## src/rtl/student_rr_arbiter8.sv

```systemverilog
// student_rr_arbiter8: round-robin arbiter sharing one resource among 8 requesters
module student_or8way (
    input  logic [7:0] in,
    output logic       out
);
    assign out = |in;
endmodule

module student_rr_arbiter8 #(
    parameter int MAX_HOLD = 0
) (
    input  logic       clk,
    input  logic       reset,
    input  logic [7:0] req,
    output logic [7:0] grant,
    output logic       grant_valid,
    output logic [2:0] grant_id,
    output logic       any_req
);
    typedef enum logic {IDLE, GRANTED} state_t;

    localparam logic [7:0] HMAX = (MAX_HOLD == 0) ? 8'd255 : 8'(MAX_HOLD);

    state_t     state;
    logic [2:0] ptr;
    logic [7:0] hcnt;
    logic [2:0] nxt;
    logic [7:0] others;
    logic [2:0] pick_req;
    logic [2:0] pick_oth;
    logic       preempt;

    student_or8way u_or (.in(req), .out(any_req));

    // first set bit of m searching upward from s with wrap
    function automatic logic [2:0] pick(input logic [7:0] m, input logic [2:0] s);
        logic [2:0] p;
        pick = s;
        for (int i = 7; i >= 0; i--) begin
            p = s + 3'(i);
            if (m[p]) pick = p;
        end
    endfunction

    // candidate owners for fresh grant, release handoff and preemption
    always_comb begin
        nxt      = grant_id + 3'd1;
        others   = req & ~grant;
        pick_req = pick(req, state == IDLE ? ptr : nxt);
        pick_oth = pick(others, nxt);
        preempt  = (MAX_HOLD != 0) && (hcnt == HMAX) && (others != 8'd0);
    end

    // ownership sequencing: grant, hold, release or preempt
    always_ff @(posedge clk) begin
        if (reset) begin
            state       <= IDLE;
            grant       <= 8'd0;
            grant_valid <= 1'b0;
            grant_id    <= 3'd0;
            ptr         <= 3'd0;
            hcnt        <= 8'd0;
        end else if (state == IDLE) begin
            if (any_req) begin
                state       <= GRANTED;
                grant       <= 8'd1 << pick_req;
                grant_valid <= 1'b1;
                grant_id    <= pick_req;
                hcnt        <= 8'd1;
            end
        end else if (!req[grant_id]) begin
            ptr <= nxt;
            if (any_req) begin
                grant    <= 8'd1 << pick_req;
                grant_id <= pick_req;
                hcnt     <= 8'd1;
            end else begin
                state       <= IDLE;
                grant       <= 8'd0;
                grant_valid <= 1'b0;
            end
        end else if (preempt) begin
            ptr      <= nxt;
            grant    <= 8'd1 << pick_oth;
            grant_id <= pick_oth;
            hcnt     <= 8'd1;
        end else begin
            hcnt <= (hcnt == HMAX) ? hcnt : hcnt + 8'd1;
        end
    end
endmodule
```

## config.mk

```make
export PLATFORM = sky130hd
export DESIGN_NAME = student_rr_arbiter8
export DESIGN_NICKNAME = d
export VERILOG_FILES = /design/src/rtl/student_rr_arbiter8.sv
export SDC_FILE = /design/constraint.sdc
export NUM_CORES = 1
export LEC_CHECK = 0
export ABC_AREA = 1
export CORE_UTILIZATION = 49
export CTS_BUF_LIST = sky130_fd_sc_hd__clkbuf_4 sky130_fd_sc_hd__clkbuf_8 sky130_fd_sc_hd__clkbuf_16
export DETAILED_ROUTE_END_ITERATION = 10
export PLACE_DENSITY = 0.76
export SETUP_SLACK_MARGIN = 0.4
export SYNTH_ARGS = -nofsm -noshare
export SYNTH_HDL_FRONTEND = slang
export SYNTH_SLANG_ARGS = --single-unit
```

## constraint.sdc

```tcl
create_clock -name clk -period 2.2 [get_ports clk]
set_input_delay 0.44 -clock clk [delete_from_list [all_inputs] [get_ports clk]]
set_output_delay 0.44 -clock clk [all_outputs]
set_load 0.05 [all_outputs]
```

==> impl_results.md <==
* Pleak at 0.00134 uW
* Worst-Skew Late Latency at 0.30 ns
* RSZ-0062 raised after global routing: yes
* Cell taking the most area after synthesis: nand2_1
* Largest net degree at the start of global routing at 11
* Net Count, Synth at 294
* Outcome: complete, but fails checks
* DR iter-0 viols at 209
* Placement Setup Slack at -0.192 ns
* Setup violators final at 11
* Crit-path max FO at 5
* Sw frac at 54.2%
* Die area at 3520 sq um
* Comb pwr share at 84.7%
* Data required time of the worst path at 2.43 ns
* Post-Synth XOR/XNOR Area at 0%
* CTS tree: done
* Asr flop ratio synth at 0%
* Die Span Y at 59.3 um
* Area Overhead vs Synth at 59.9%
* PwrDens at 1670 nW/um^2
* Post-synthesis simple-gate area fraction at 50.4%
* Vias per cell at 5.17
* Global-route wire length before repair at 7350 um
* Failing checks: setup timing
* Psw at 2330 uW
* Clock Skews at between 0.01 and 0.015 ns
* Headroom to the max-slew limit at about two thirds
* WHS at roughly 0.47 ns
* DP Cell Count at roughly 380
* WS Path Type: reg2reg
* Peak VDD IR at 1.03 mV
* Max-cap violations at 0
* Total grt overflow at 0
* Crit path setup slack, layout at -0.281 ns
* Cell variety after synth at 28
* Compound-Gate Fraction of Synth Area at 14.2%
* Clock Path Buffers at 2
* Seq/Total Area, Yosys at 19.9%
* Top cell type's share of synthesized area at 24.2%
* Post-DP HPWL at 3450 um
* Minimum clock period at 2.48 ns
* Most common cell after layout, fill and taps aside: nand2_1
* Crit. End Element: register
* Number of fill cells at 211
* Most frequent cells in the layout: nand2_1 (86), buf_4 (54), nand2_2 (31)
* Row Count at 20
* Post-synth EDFFs at 0
* Sequential Power Share at 10.7%
* Routability cong. at 0.933
* GRT Util Overall at between 20 and 30%
* Mux contribution to synthesized area at 0%
* Yosys warns at 0
* Vias after detailed routing at 2,116
* Port bufs at 22
* Routed Antenna Nets at 0
* Ys flop type: dfxtp_1
* Hold crit path type: reg2reg
* Hold-fix buffers, CTS at 0
* Diode count at 0
* Synth Instances at 281
* Root buffer cell: clkbuf_4
* Drt drc at 0
* TritonCTS Sinks at 16
* Fin cells at 409
* Final hold vios at 0
* WP data arrival at 2.71 ns
* H-tree levels at 1
* Worst-Margin Slew at ~0.50 ns
* Initial antenna violation count at 0
* Clk network pwr share at 4.6%
* Syn_area_per_cell at 5.73 sq um
* Main combinational cell family by area after synthesis: simple AND/OR/NAND/NOR gates
* Ratio of cells with drive above 1 in the final layout at around 44%
* P_int at between 1500 and 2000 uW
* Core area at 3080 sq um
* Post-synthesis adder-cell area fraction at 2.33%
* I/O pins at 23
* Die Wd at 59.3 um
* Synth Cell Area at 1610 sq um
* Clock slew at the register clock pins of the worst setup and hold paths at 0.10 ns
* Final #Nets at 379
* Vias in the first global route at approximately 1.7k
* Routed wire per std cell at about 14 um
* Slew Viols, Final at 0
* DR pass1 iterations at 4
* Fmax at 0.403 GHz
* Final Cycle Share at 113%
* Initial Util at 52.3%
* CTS Buf Count at 3
* Critical Path Start Type: register
* WL final at 5750 um
* Cell types occupying the most area after synthesis: nand2_1 (24%), dfxtp_1 (20%), nand3_1 (9.6%)
* Post-synthesis register bit count at 16
==> area by class of cell <==
cell class                 count  area (sq um)  area share (%)
tap                           44          55.1            2.14
timing repair buffer          85           697            27.1
inverter                      42           168            6.51
multi-input combinational    218          1290            50.1
clock buffer                   4          36.3            1.41
sequential                    16           329            12.8
==> registers in the layout (all words and copies together) (netlist names) <==
register / count
grant: 8
grant_valid: 1
grant_id: 3
ptr: 3
state: 1
==> worst paths after layout <==
path                                  from  cells after the start                     to  slack, ns
hold / removal       grant[4]$_SDFFE_PP0P_                      2  grant[4]$_SDFFE_PP0P_       0.47
setup reg to reg  grant_id[0]$_SDFFE_PP0P_                     23  grant[3]$_SDFFE_PP0P_      -0.28
setup / recovery  grant_id[0]$_SDFFE_PP0P_                     23  grant[3]$_SDFFE_PP0P_      -0.28
hold reg to reg      grant[4]$_SDFFE_PP0P_                      2  grant[4]$_SDFFE_PP0P_       0.47
==> per-stage QoR <==
stage	total power (uW)	setup TNS, ns	instance area [sq um]	utilization [%]
6_report	4300	-2.65	2570	83.7
5_1_grt	4610	-4.25	2570	83.7
4_1_cts	3760	-1.10	2350	76.5
3_5_place_dp	3380	-1.63	2210	71.9
3_3_place_gp	3350	-1.47	2210	71.9
2_1_floorplan	2510	-0.766	1670	-
==> cell families (layout without fill, tap and decap cells) <==
logic type      after synthesis  count (layout)
buf+inv                      47             131
fa+ha+maj                     3               3
flops                        16              16
compound gates               39              39
simple gates                176             176
==> power groups by stage <==
stage          sequential (uW)  clock, uW  combinational (uW)
3_5_place_dp               462          0                2920
4_1_cts                    456        202                3100
2_1_floorplan              709          0                1800
6_report                   461        197                3640
3_3_place_gp               461          0                2890
5_1_grt                    470        216                3920
==> synth_stat cells (2+ instances only) <==
cell type / instances
a21oi_2: 2
inv_2: 4
nand2_2: 19
inv_1: 37
dfxtp_1: 16
a21oi_1: 19
nor2_2: 2
o21ai_2: 2
nand4_1: 2
nand2_1: 104
nand3_2: 3
a211oi_1: 2
nand3_1: 31
a31oi_1: 2
nor2_1: 10
ha_1: 3
buf_6: 2
o21ai_0: 11
==> worst max-delay path, stage by stage, from the launching register on <==
cell and delay, ns:
dfxtp_4 0.37, ha_4 0.28, nand2_2 0.06, nand2_4 0.10, buf_4 0.12, buf_4 0.12, nand3_1 0.09, nand2_1 0.11
nand2_2 0.07, nand2_2 0.08, inv_2 0.04, nand2_1 0.06, nand2_1 0.05, nand2_1 0.05, nand2_1 0.05, nand2_1 0.07
nand2_2 0.06, nand2_1 0.08, nand2_2 0.08, nand2_2 0.11, inv_2 0.07, nor2_4 0.09, nand2_2 0.06, a21oi_2 0.12
==> per-layer routing <==
metal  track usage, %  part of all wire [%]  vias up
li1                 -                     -     1056
met1             33.6                    41      961
met2             49.9                    51       79
met3             2.18                   4.5       20
met4             10.5                   3.7        0
met5                0                     0        -
==> timing repair <==
item,CTS,global route
cloned,0,1
endpoints found under the setup margin,27,16
pin swaps,22,17
setup buffers,10,11
gates resized for setup,50,47
No activity file was read; power rests on OpenSTA's default activity.
